<file path="src/rtl/pipe_cla_adder_if.sv">
// Bus bundle for pipe_cla_adder: operands, handshakes and results.
// CLA_SUB_EN adds the Sub control bit, captured with the operands.
interface pipe_cla_adder_if #(
    parameter int WIDTH = 16
);
    logic [WIDTH-1:0] A;
    logic [WIDTH-1:0] B;
    logic             Cin;
`ifdef CLA_SUB_EN
    logic             Sub;
`endif
    logic             in_valid;
    logic             in_ready;
    logic [WIDTH-1:0] S;
    logic             Cout;
    logic             GG;
    logic             PG;
    logic             Ovf;
    logic             out_valid;
    logic             out_ready;

`ifdef CLA_SUB_EN
    modport master (
        output A, B, Cin, Sub, in_valid, out_ready,
        input  in_ready, S, Cout, GG, PG, Ovf, out_valid
    );
    modport slave (
        input  A, B, Cin, Sub, in_valid, out_ready,
        output in_ready, S, Cout, GG, PG, Ovf, out_valid
    );
`else
    modport master (
        output A, B, Cin, in_valid, out_ready,
        input  in_ready, S, Cout, GG, PG, Ovf, out_valid
    );
    modport slave (
        input  A, B, Cin, in_valid, out_ready,
        output in_ready, S, Cout, GG, PG, Ovf, out_valid
    );
`endif
endinterface

</file>
<file path="src/rtl/pipe_cla_adder.sv">
// Pipelined carry-lookahead adder. The word is cut into STAGES slices;
// stage k adds slice k (4-bit CLA groups) using the carry registered by
// stage k-1. Operands are skewed through the pipe and partial sums are
// carried forward so every bit of a result leaves the last stage together.
// in_ready is a global pipeline enable; bubbles are not collapsed.
// Optional feature macro: CLA_SUB_EN (adds Sub: B inverted, Cin as borrow-in).
module pipe_cla_adder #(
    parameter int WIDTH  = 16,
    parameter int STAGES = 4
) (
    input  logic           clk,
    input  logic           rst_n,
    pipe_cla_adder_if.slave bus
);
    localparam int SW   = WIDTH / STAGES;
    localparam int NG   = SW / 4;
    localparam int F_CO = SW;       // slice carry-out
    localparam int F_G  = SW + 1;   // slice generate
    localparam int F_P  = SW + 2;   // slice propagate
    localparam int F_CM = SW + 3;   // carry into slice MSB

    // Adds one slice with 4-bit lookahead groups. Returns
    // {carry_into_msb, P, G, carry_out, sum}.
    function automatic logic [SW+3:0] cla_slice(
        input logic [SW-1:0] a,
        input logic [SW-1:0] b,
        input logic          cin
    );
        logic [SW-1:0] g;
        logic [SW-1:0] p;
        logic [SW:0]   c;
        logic          grp_p;
        logic          blk_g;
        logic          blk_p;
        logic          term;
        logic          acc;
        g     = a & b;
        p     = a ^ b;
        c     = '0;
        c[0]  = cin;
        blk_g = 1'b0;
        blk_p = 1'b1;
        acc   = 1'b0;
        for (int j = 0; j < NG; j++) begin
            for (int i = 0; i < 4; i++) begin
                // generate terms of bits 0..i, each gated by the propagates above it
                acc = 1'b0;
                for (int m = 0; m <= i; m++) begin
                    term = g[4*j+m];
                    for (int n = m + 1; n <= i; n++) begin
                        term = term & p[4*j+n];
                    end
                    acc = acc | term;
                end
                // group carry-in passing all propagates 0..i
                term = c[4*j];
                for (int n = 0; n <= i; n++) begin
                    term = term & p[4*j+n];
                end
                c[4*j+i+1] = acc | term;
            end
            // after i=3, acc is exactly the group generate (no carry-in term)
            grp_p = &p[4*j +: 4];
            blk_g = acc | (grp_p & blk_g);
            blk_p = blk_p & grp_p;
        end
        return {c[SW-1], blk_p, blk_g, c[SW], p ^ c[SW-1:0]};
    endfunction

    logic                            en_s;
    logic [WIDTH-1:0]                b_eff_s;
    logic                            cin_eff_s;
    logic [SW+3:0]                   slice_s;

    logic [STAGES-1:0]               v_q,    v_d;
    logic [STAGES-1:0][WIDTH-1:0]    a_q,    a_d;
    logic [STAGES-1:0][WIDTH-1:0]    b_q,    b_d;
    logic [STAGES-1:0][WIDTH-1:0]    s_q,    s_d;
    logic [STAGES-1:0]               ci_q,   ci_d;
    logic [STAGES-1:0]               cout_q, cout_d;
    logic [STAGES-1:0]               gg_q,   gg_d;
    logic [STAGES-1:0]               pg_q,   pg_d;
    logic [STAGES-1:0]               ovf_q,  ovf_d;
    logic                            unused_ok_s;

`ifdef CLA_SUB_EN
    assign b_eff_s   = bus.B ^ {WIDTH{bus.Sub}};
    assign cin_eff_s = bus.Sub ? !bus.Cin : bus.Cin;
`else
    assign b_eff_s   = bus.B;
    assign cin_eff_s = bus.Cin;
`endif

    // One enable for the whole pipe: move when the output slot is free or being taken.
    assign en_s         = !v_q[STAGES-1] || bus.out_ready;
    assign bus.in_ready = en_s;

    // Next state of every stage: stage 0 from the bus, stage k from stage k-1.
    always_comb begin
        v_d     = v_q;
        a_d     = a_q;
        b_d     = b_q;
        s_d     = s_q;
        ci_d    = ci_q;
        cout_d  = cout_q;
        gg_d    = gg_q;
        pg_d    = pg_q;
        ovf_d   = ovf_q;
        slice_s = '0;

        slice_s   = cla_slice(bus.A[SW-1:0], b_eff_s[SW-1:0], cin_eff_s);
        v_d[0]    = bus.in_valid;
        a_d[0]    = bus.A;
        b_d[0]    = b_eff_s;
        ci_d[0]   = cin_eff_s;
        s_d[0]    = '0;
        s_d[0][SW-1:0] = slice_s[SW-1:0];
        gg_d[0]   = slice_s[F_G];
        pg_d[0]   = slice_s[F_P];
        cout_d[0] = gg_d[0] | (pg_d[0] & ci_d[0]);
        ovf_d[0]  = slice_s[F_CM] ^ cout_d[0];

        for (int k = 1; k < STAGES; k++) begin
            slice_s   = cla_slice(a_q[k-1][k*SW +: SW], b_q[k-1][k*SW +: SW], cout_q[k-1]);
            v_d[k]    = v_q[k-1];
            a_d[k]    = a_q[k-1];
            b_d[k]    = b_q[k-1];
            ci_d[k]   = ci_q[k-1];
            s_d[k]    = s_q[k-1];
            s_d[k][k*SW +: SW] = slice_s[SW-1:0];
            gg_d[k]   = slice_s[F_G] | (slice_s[F_P] & gg_q[k-1]);
            pg_d[k]   = pg_q[k-1] & slice_s[F_P];
            cout_d[k] = gg_d[k] | (pg_d[k] & ci_d[k]);
            ovf_d[k]  = slice_s[F_CM] ^ cout_d[k];
        end
    end

    // Pipeline registers: cleared by reset, advance together on enable, else hold.
    always_ff @(posedge clk or negedge rst_n) begin
        if (!rst_n) begin
            v_q    <= '0;
            a_q    <= '0;
            b_q    <= '0;
            s_q    <= '0;
            ci_q   <= '0;
            cout_q <= '0;
            gg_q   <= '0;
            pg_q   <= '0;
            ovf_q  <= '0;
        end else if (en_s) begin
            v_q    <= v_d;
            a_q    <= a_d;
            b_q    <= b_d;
            s_q    <= s_d;
            ci_q   <= ci_d;
            cout_q <= cout_d;
            gg_q   <= gg_d;
            pg_q   <= pg_d;
            ovf_q  <= ovf_d;
        end else begin
            v_q    <= v_q;
            a_q    <= a_q;
            b_q    <= b_q;
            s_q    <= s_q;
            ci_q   <= ci_q;
            cout_q <= cout_q;
            gg_q   <= gg_q;
            pg_q   <= pg_q;
            ovf_q  <= ovf_q;
        end
    end

    // Results leave straight from the last stage registers.
    assign bus.out_valid = v_q[STAGES-1];
    assign bus.S         = s_q[STAGES-1];
    assign bus.Cout      = cout_q[STAGES-1];
    assign bus.GG        = gg_q[STAGES-1];
    assign bus.PG        = pg_q[STAGES-1];
    assign bus.Ovf       = ovf_q[STAGES-1];

    // Operand bits behind their slice and early-stage overflow taps are never consumed.
    assign unused_ok_s = ^{a_q, b_q, ci_q, ovf_q};

endmodule

</file>
<file path="src/flat_wrapper.sv">
// flat-port wrapper written by rule: the top's interface ports become plain ports
module pipe_cla_adder_flat 
#(
    parameter int WIDTH  = 16,
    parameter int STAGES = 4
)
  (clk, rst_n, bus_A, bus_B, bus_Cin, bus_in_valid, bus_out_ready, bus_in_ready, bus_S, bus_Cout, bus_GG, bus_PG, bus_Ovf, bus_out_valid);
  pipe_cla_adder_if #(.WIDTH(WIDTH)) bus_i ();
  input  logic clk;
  input  logic rst_n;
  input wire logic [$bits(bus_i.A)-1:0] bus_A;
  input wire logic [$bits(bus_i.B)-1:0] bus_B;
  input wire logic [$bits(bus_i.Cin)-1:0] bus_Cin;
  input wire logic [$bits(bus_i.in_valid)-1:0] bus_in_valid;
  input wire logic [$bits(bus_i.out_ready)-1:0] bus_out_ready;
  output wire logic [$bits(bus_i.in_ready)-1:0] bus_in_ready;
  output wire logic [$bits(bus_i.S)-1:0] bus_S;
  output wire logic [$bits(bus_i.Cout)-1:0] bus_Cout;
  output wire logic [$bits(bus_i.GG)-1:0] bus_GG;
  output wire logic [$bits(bus_i.PG)-1:0] bus_PG;
  output wire logic [$bits(bus_i.Ovf)-1:0] bus_Ovf;
  output wire logic [$bits(bus_i.out_valid)-1:0] bus_out_valid;
  assign bus_i.A = bus_A;
  assign bus_i.B = bus_B;
  assign bus_i.Cin = bus_Cin;
  assign bus_i.in_valid = bus_in_valid;
  assign bus_i.out_ready = bus_out_ready;
  assign bus_in_ready = bus_i.in_ready;
  assign bus_S = bus_i.S;
  assign bus_Cout = bus_i.Cout;
  assign bus_GG = bus_i.GG;
  assign bus_PG = bus_i.PG;
  assign bus_Ovf = bus_i.Ovf;
  assign bus_out_valid = bus_i.out_valid;
  pipe_cla_adder #(.WIDTH(WIDTH), .STAGES(STAGES)) u_core (.clk(clk), .rst_n(rst_n), .bus(bus_i));
endmodule
</file>
<file path="config.mk">
export PLATFORM = sky130hd
export DESIGN_NAME = pipe_cla_adder_flat
export DESIGN_NICKNAME = d
export VERILOG_FILES = /design/src/rtl/pipe_cla_adder_if.sv /design/src/rtl/pipe_cla_adder.sv /design/src/flat_wrapper.sv
export SDC_FILE = /design/constraint.sdc
export NUM_CORES = 1
export LEC_CHECK = 0
export ABC_AREA = 1
export CAP_MARGIN = 20
export CORE_MARGIN = 10
export CORE_UTILIZATION = 46
export DETAILED_ROUTE_END_ITERATION = 12
export GPL_TIMING_DRIVEN = 0
export PLACE_DENSITY = 0.71
export SETUP_SLACK_MARGIN = 0.2
export SLEW_MARGIN = 20
export SYNTH_ARGS = -nofsm -noshare
export SYNTH_HDL_FRONTEND = slang
export SYNTH_SLANG_ARGS = --single-unit
</file>
<file path="constraint.sdc">
create_clock -name clk -period 1.4 [get_ports clk]
set_input_delay 0.28 -clock clk [delete_from_list [all_inputs] [get_ports clk]]
set_output_delay 0.28 -clock clk [all_outputs]
set_load 0.005 [all_outputs]
</file>
# == Yosys cells after proc, flatten, opt, wreduce, memory -nomap -nowiden ==
# Index checks and enable logic that the tools add are counted.
# totals
ff_bits,159
in_bits,37
output_inout_bits,22
# op_classes
n_bitwise,105
n_reduce_logical,6
# op_table
cell,count
bitwise AND 1 bit,46
OR 1 bit,43
XOR 4 bit,8
bitwise AND 4 bit,4
AND reduction 4 bit,4
XOR 1 bit,4
zero test 1 bit,1
logical OR 1 bit,1

# == Depth between registers and ports, before layout ==
# logic_depth
ltp_word,10
mapped_depth,9

# == Worst setup path before layout ==
# Ideal clock, no wire load.
# synth_path
kind,register to register
start,reg u_core.b_q (netlist bit u_core.b_d[60])
end,reg u_core.s_q (netlist bit u_core.bus.S[15])
setup_ns,0.117
arrival_ns,1.295
path_slack_ns,-0.013
stages_incl_launch_ff,9
path_buffers,0
path_cell_list,dfrtp_1 > ha_1 > ha_1 > nand2_1 > nand3_1 > nand2_1 > nand3b_1 > nand3_1 > nand2_1
# synth_between
elab_chain_len,7
word_cells_on_any_way,11
# synth_lines
element,line_no,source
from (decl),pipe_cla_adder.sv:77,"logic [STAGES-1:0][WIDTH-1:0] b_q, b_d;"
from (signal assigned),pipe_cla_adder.sv:163,b_q <= b_q;
bitwise AND 4 bit,pipe_cla_adder.sv:37,g = a & b;
bitwise AND 1 bit (2 in a row),pipe_cla_adder.sv:51,term = term & p[4*j+n];
OR 1 bit (2 in a row),pipe_cla_adder.sv:53,acc = acc | term;
OR 1 bit *,pipe_cla_adder.sv:60,c[4*j+i+1] = acc | term;
XOR 4 bit *,pipe_cla_adder.sv:67,"return {c[SW-1], blk_p, blk_g, c[SW], p ^ c[SW-1:0]};"
to (signal assigned),pipe_cla_adder.sv:164,s_q <= s_q;
to (decl),pipe_cla_adder.sv:78,"logic [STAGES-1:0][WIDTH-1:0] s_q, s_d;"
# Mark *: on every way between the ends. The rest lies on a longest branch, timed or not.
# A chain may end at the register's enable or synchronous reset.

# == Final worst setup path ==
# layout_path
start,reg u_core.a_q (netlist bit u_core.a_d[60])
end,reg u_core.ovf_q[3]
# layout_between
elab_chain_len,10
word_cells_on_any_way,21
# layout_lines
element,line_no,source
from (decl),pipe_cla_adder.sv:76,"logic [STAGES-1:0][WIDTH-1:0] a_q, a_d;"
from (signal assigned),pipe_cla_adder.sv:162,a_q <= a_q;
bitwise AND 4 bit,pipe_cla_adder.sv:37,
bitwise AND 1 bit (3 in a row),pipe_cla_adder.sv:51,
OR 1 bit (3 in a row),pipe_cla_adder.sv:53,
OR 1 bit,pipe_cla_adder.sv:131,gg_d[k] = slice_s[F_G] | (slice_s[F_P] & gg_q[k-1]);
OR 1 bit,pipe_cla_adder.sv:133,cout_d[k] = gg_d[k] | (pg_d[k] & ci_d[k]);
XOR 1 bit *,pipe_cla_adder.sv:134,ovf_d[k] = slice_s[F_CM] ^ cout_d[k];
to (signal assigned),pipe_cla_adder.sv:159,ovf_q <= ovf_d;
to (signal assigned),pipe_cla_adder.sv:169,ovf_q <= ovf_q;
to (decl),pipe_cla_adder.sv:83,"logic [STAGES-1:0] ovf_q, ovf_d;"
# Marked as above.

==> reports/results.tsv <==
stage	metric	value	unit
synthesis	sequential-to-total area share from yosys stat	56.8	%
cells_and_area	final net count	720	
synthesis	complex-gate fraction of the synthesized area	7.54	%
cells_and_area	final std cells w/o fill	800	
grt	gr ovfl total	0	
cells_and_area	share of cells above drive strength 1	37.0	%
worst_hold_path	min-delay worst type	in2async	
clock_network	Max H-tree Level	3	
floorplan	Starting Density	46.7	%
critical_path	WS Path Type	reg2reg	
timing	Fin. Hold Viols	0	
grt	first-pass GRT wire length	19.6	mm
critical_path	Worst Setup EP	u_core.ovf_q[3]$_DFFE_PN0P_	
routing	drt wl/cell	17.9	µm
timing	RSZ-0062 raised after global routing	yes	
pwr	power per cell area	2220	nW/µm²
timing	Max Transition Viols Final	0	
job	max_cap viols	0	
floorplan	core area	10200	µm²
critical_path	reg2reg end	u_core.ovf_q[3]$_DFFE_PN0P_	
pwr	Leak	3.50	nW
synthesis	mux cell area share after synthesis	0	%
floorplan	Die W	122	µm
critical_path	r2r setup slk	-90	ps
grt	pin count of the biggest net entering global routing	62	
timing	clock skew	14.4	ps
routing	routed vias/inst	5.17	
synthesis	mapped cell area	4760	µm²
clock_network	CTS Buffer Depth	2	
synthesis	Synth cell types	25	
floorplan	Die H	122	µm
routing	drt first-iter violations	301	
routing	Pre-antenna DRT Iters	4	
timing	TNS Setup	-1310	ps
synthesis	Post-Synth Adder-Cell Area	6.94	%
synthesis	XOR/XNOR share of the synthesized area	0.736	%
grt	Total GRT Usage	16.4	%
routing	Antenna Nets Post-Route	0	
pwr	maximum vdd drop	0.000940	V
floorplan	I/O Pins	59	
cells_and_area	n_diodes	0	
place	placed insts	728	
critical_path	Critical Path Source Type	flip-flop	
timing	Worst-Margin Slew	453	ps
clock_network	CTS clk-pin slew, worst paths	110	ps
critical_path	Crit. End Element	flip-flop	
critical_path	crit-path max FO	3	
place	gpl congestion	0.785	
place	hpwl dp	7.80	mm
critical_path	Critical Path RT	1660	ps
cells_and_area	Filler Cell Count	701	
floorplan	DIE AREA	14800	µm²
timing	fin worst setup slack	-89.2	ps
grt	initial antenna violation count	0	
synthesis	Synth Area in Simple Gates	22.1	%
grt	number of global-route vias before repair	4015	
timing	Tcrit/Tclk final	106	%
routing	vias	4138	
critical_path	Arr. time, crit path	1750	ps
clock_network	TritonCTS clock tree	yes	
synthesis	Post-Synthesis Net Count	594	
clock_network	Clock Latency Late Sink	380	ps
floorplan	row count	37	
place	IO buf count	58	
synthesis	Synth Warn #	0	
synthesis	post-synthesis cell count	533	
synthesis	syn_area_per_cell	8.93	µm²
pwr	total power draw	15.9	mW
timing	FMAX	671	MHz
cells_and_area	P&R area growth vs syn	50.4	%
timing	Final setup violation count	31	
critical_path	RR Startpoint	u_core.a_d[60]$_DFFE_PN0P_	
clock_network	clk sinks	108	
clock_network	TritonCTS Buffers	9	
place	pre-CTS WS	-843	ps
clock_network	root buf cell	clkbuf_8	
timing	relative slew slack	69.8	%
critical_path	Worst R2R Path Depth	9	
timing	Tmin final	1490	ps
status	status	complete, but fails checks	
routing	residual DRC count	0	
cells_and_area	most common cell after layout, fill and taps aside	nand2_1	
routing	final WL	14.3	mm
critical_path	Critical Path Source	u_core.a_d[60]$_DFFE_PN0P_	
cells_and_area	highest-count cells in the layout ignoring fill and taps	158 x nand2_1, 105 x dfrtp_1, 48 x nand2_2	
status	failing checks	setup timing	
synthesis	#FFs+latches synth	108	
synthesis	largest family of logic cells by synthesized area	simple AND/OR/NAND/NOR gates	
==> repair_timing <==
| item | 4_1_cts | 5_1_grt |
|---|---|---|
| setup buffers | 30 | 15 |
| hold buffers | 1 | 0 |
| pin swaps | 42 | 26 |
| cloned | 0 | 10 |
| endpoints found under the hold margin | 47 | 0 |
| resized for setup | 180 | 182 |
| endpoints found under the setup margin | 96 | 111 |
==> worst min path at each step <==
stage                                       endpoint  cells after the start  slack (ps)                 startpoint
after global routing      u_core.ci_q[0]$_DFFE_PN0P_                      3         400                    bus_Cin
after floorplan           u_core.a_d[20]$_DFFE_PN0P_                      0         -20                      rst_n
after CTS                 u_core.ci_q[0]$_DFFE_PN0P_                      3         380                    bus_Cin
after global placement     u_core.v_q[3]$_DFFE_PN0P_                      2         440  u_core.v_q[2]$_DFFE_PN0P_
after detailed placement  u_core.a_d[30]$_DFFE_PN0P_                      1         240                      rst_n
final                     u_core.a_d[27]$_DFFE_PN0P_                      2         370                      rst_n
==> through the flow <==
step                instance area, µm²  hold slack, ps  util, %
CTS                               6350             378     62.3
global placement                  5620             435     55.2
global route                      7160             403     70.3
finish                            7160             373     70.3
detailed placement                5650             239     55.5
floorplan                         4870           -15.6        -
==> logic make-up after synthesis <==
kind of cell	after synthesis
AO/OA/AOI/OAI	71
XOR/XNOR	4
adder cells (fa/ha/maj)	24
buffers and inverters	65
flip-flops	108
AND/OR/NAND/NOR	261
==> metal layers <==
metal  track usage, %  vias up  wire, µm
met5                0        -         0
met4             6.78        0       419
met1             21.0     2028      5820
met3             2.59       31       783
met2             27.1      147      7320
li1                 -     1932         -
==> critical path, cell delays in order (launching register included) <==
cell,delay [ps]
dfrtp_1,440
ha_4,310
ha_4,140
nand2_2,50
nand3_2,80
nand2_2,80
nand3_2,70
nand2_1,50
nand2_1,90
nand2_1,80
==> registers in the layout (all words and copies together), names as in the netlist <==
name / count
u_core.a_d: 24
u_core.b_d: 24
u_core.s_d: 24
u_core.bus.S: 16
u_core.cout_q: 4
u_core.gg_q: 4
u_core.pg_q: 4
u_core.v_q: 4
u_core.ci_q: 3
u_core.ovf_q: 1
==> where the power goes <==
part / total, mW / leakage, nW / internal (mW) / switching [mW]
clock network: 2.13 / 0.110 / 1.02 / 1.11
registers: 5.43 / 1.31 / 4.42 / 1.01
logic: 8.35 / 2.08 / 4.13 / 4.21
==> synthesized netlist by cell type <==
master    number  area share [%]
nand3_2        1            0.21
fa_1           4             1.7
nand2_1      219              17
buf_6          1            0.24
buf_4          4            0.63
nor2_4         1            0.24
and2b_1        1            0.16
nor2_1         8            0.63
inv_1         42             3.3
buf_2         11             1.2
dfrtp_1      108              57
clkbuf_1       5            0.39
o22ai_1        1            0.13
nand2_4        1            0.24
o21bai_1       1            0.16
a21oi_1        6            0.63
clkbuf_2       1            0.11
nand4_1        5            0.66
o21ai_0       63             6.6
nand2_2        1            0.13
nand3_1       23             2.4
ha_1          20             5.3
xnor2_1        4            0.74
nand3b_1       1            0.16
inv_2          1           0.079
==> area by class of cell <==
class                      count  area [µm²]  area share [%]
buffer                        22         322            4.49
timing repair buffer         114        1130            15.8
timing repair inverter         1        11.3           0.157
tap                          136         170            2.38
sequential                   108        2710            37.8
clock inverter                 7        98.8            1.38
clock buffer                   9         124            1.73
multi-input combinational    360        2420            33.8
inverter                      43         174            2.43
Power figures use the tool's default switching activity.
==> RTL edit: new RTL, same flow settings <==
`WIDTH` is set to 16 in 3 places; all go to 32.
--- a/src/rtl/pipe_cla_adder_if.sv
+++ b/src/rtl/pipe_cla_adder_if.sv
@@ -3,3 +3,3 @@
 interface pipe_cla_adder_if #(
-    parameter int WIDTH = 16
+    parameter int WIDTH = 32
 );
--- a/src/rtl/pipe_cla_adder.sv
+++ b/src/rtl/pipe_cla_adder.sv
@@ -7,3 +7,3 @@
 module pipe_cla_adder #(
-    parameter int WIDTH  = 16,
+    parameter int WIDTH  = 32,
     parameter int STAGES = 4
--- a/src/flat_wrapper.sv
+++ b/src/flat_wrapper.sv
@@ -3,3 +3,3 @@
 #(
-    parameter int WIDTH  = 16,
+    parameter int WIDTH  = 32,
     parameter int STAGES = 4
Interface: changed (resized bus_A, bus_B and bus_S); port bits go from 59 to 107. No check against the original RTL was run, so the function may have changed too.
==> RTL edit against the unedited design <==
The flow finishes with violations (negative hold slack, negative setup slack); cell count up 87%; sequential cell count up 88; worst setup slack worse by 540 ps; design area up 100%; area after synthesis up 84%; total power up 120%; routed wire length up 140%; largest power group unchanged; highest routed layer unchanged.
==> RTL edit: results (changes against the unedited design) <==
metric,value,unit,change
Port Buf Inserts,106,,+83%
status,finished with violations,,
flop and latch count out of synthesis,196,,+81%
ClkCell Share,3.87,%,+0.75 points
Non-clk bufs,278,,+100%
Synth Area in XOR/XNOR,0.802,%,+0.066 points
final setup TNS,-31000,ps,-29690 ps
Post-Syn Area per Cell,8.81,um^2,-1.4%
critical path's largest stage delay,400,ps,-40 ps
Final nets,1364,,+89%
Worst Tran Pin Value,492,ps,+38.3 ps
largest net degree at the start of global routing,92,,+48%
Post-Synthesis Cells,992,,+86%
Pleak,7.29,nW,+110%
post-synth net total,1109,,+87%
final hold violation count,47,,+47
Clock Root Buffer,clkbuf_16,,
met2 GRT Util,36.6,%,+9.5 points
final setup vio count,180,,+480%
Crit path arrival time,2360,ps,+610 ps
Avg WL per Cell,23.2,um,+29%
Net Sw Frac,42.2,%,+2.4 points
share of post-route cells with drive strength above 1,49.7,%,+13 points
Signal inverters,69,,+57%
CTS buffer count,17,,+8
DRT iter0 DRCs,692,,+130%
worst reg2reg startpoint,u_core.a_d[120]$_DFFE_PN0P_,,
comb_multi_in,685,,+90%
post-synthesis adder-cell area fraction,7.56,%,+0.62 points
DR vias/cell,5.65,,+9.2%
H-tree depth,4,,+1
first-pass GRT wire length,41200,um,+110%
"Seq/Total Area, Yosys",56.1,%,-0.66 points
dpl hpwl,15900,um,+100%
Finished Cell Area,14700,um^2,+100%
Min Hold Slack,-292,ps,-666 ps
"top cells by count, synth","nand2_1, dfrtp_1, o21ai_0",,
number of fill cells,969,,+38%
fin cells,1494,,+87%
Post-CTS Setup Inserts,64,,+110%
sequential power share,29.8,%,-4.3 points
worst setup margin,-624,ps,-535 ps
failing checks,"negative hold slack, negative setup slack",,
M1 GR Usage,26.6,%,+5.6 points
clk_skew,8.35,ps,-6.02 ps
latest clock arrival within the worst-skew pair,460,ps,+80 ps
## RTL edit: cell count changes after synthesis, moves of 12 or more
cell / change
nor2_1: +18
dfrtp_1: +88
ha_1: +20
o21ai_1: +12
inv_1: +26
o21ai_0: +34
buf_4: +12
nand2_1: +220
## RTL edit: cell families after synthesis
| family | Yosys count |
|---|---|
| flip-flops | 196 |
| adder cells (fa/ha/maj) | 48 |
| buffers and inverters | 111 |
| AND/OR/NAND/NOR | 499 |
| AO/OA/AOI/OAI | 130 |
| XOR/XNOR | 8 |
## RTL edit: layer usage
| layer | share of wire [%] | wire length, um | vias up |
|---|---|---|---|
| li1 | - | - | 3632 |
| met1 | 35 | 12200 | 4147 |
| met2 | 50 | 17200 | 476 |
| met3 | 8.5 | 2930 | 186 |
| met4 | 6.6 | 2290 | 0 |
| met5 | 0 | 0 | - |
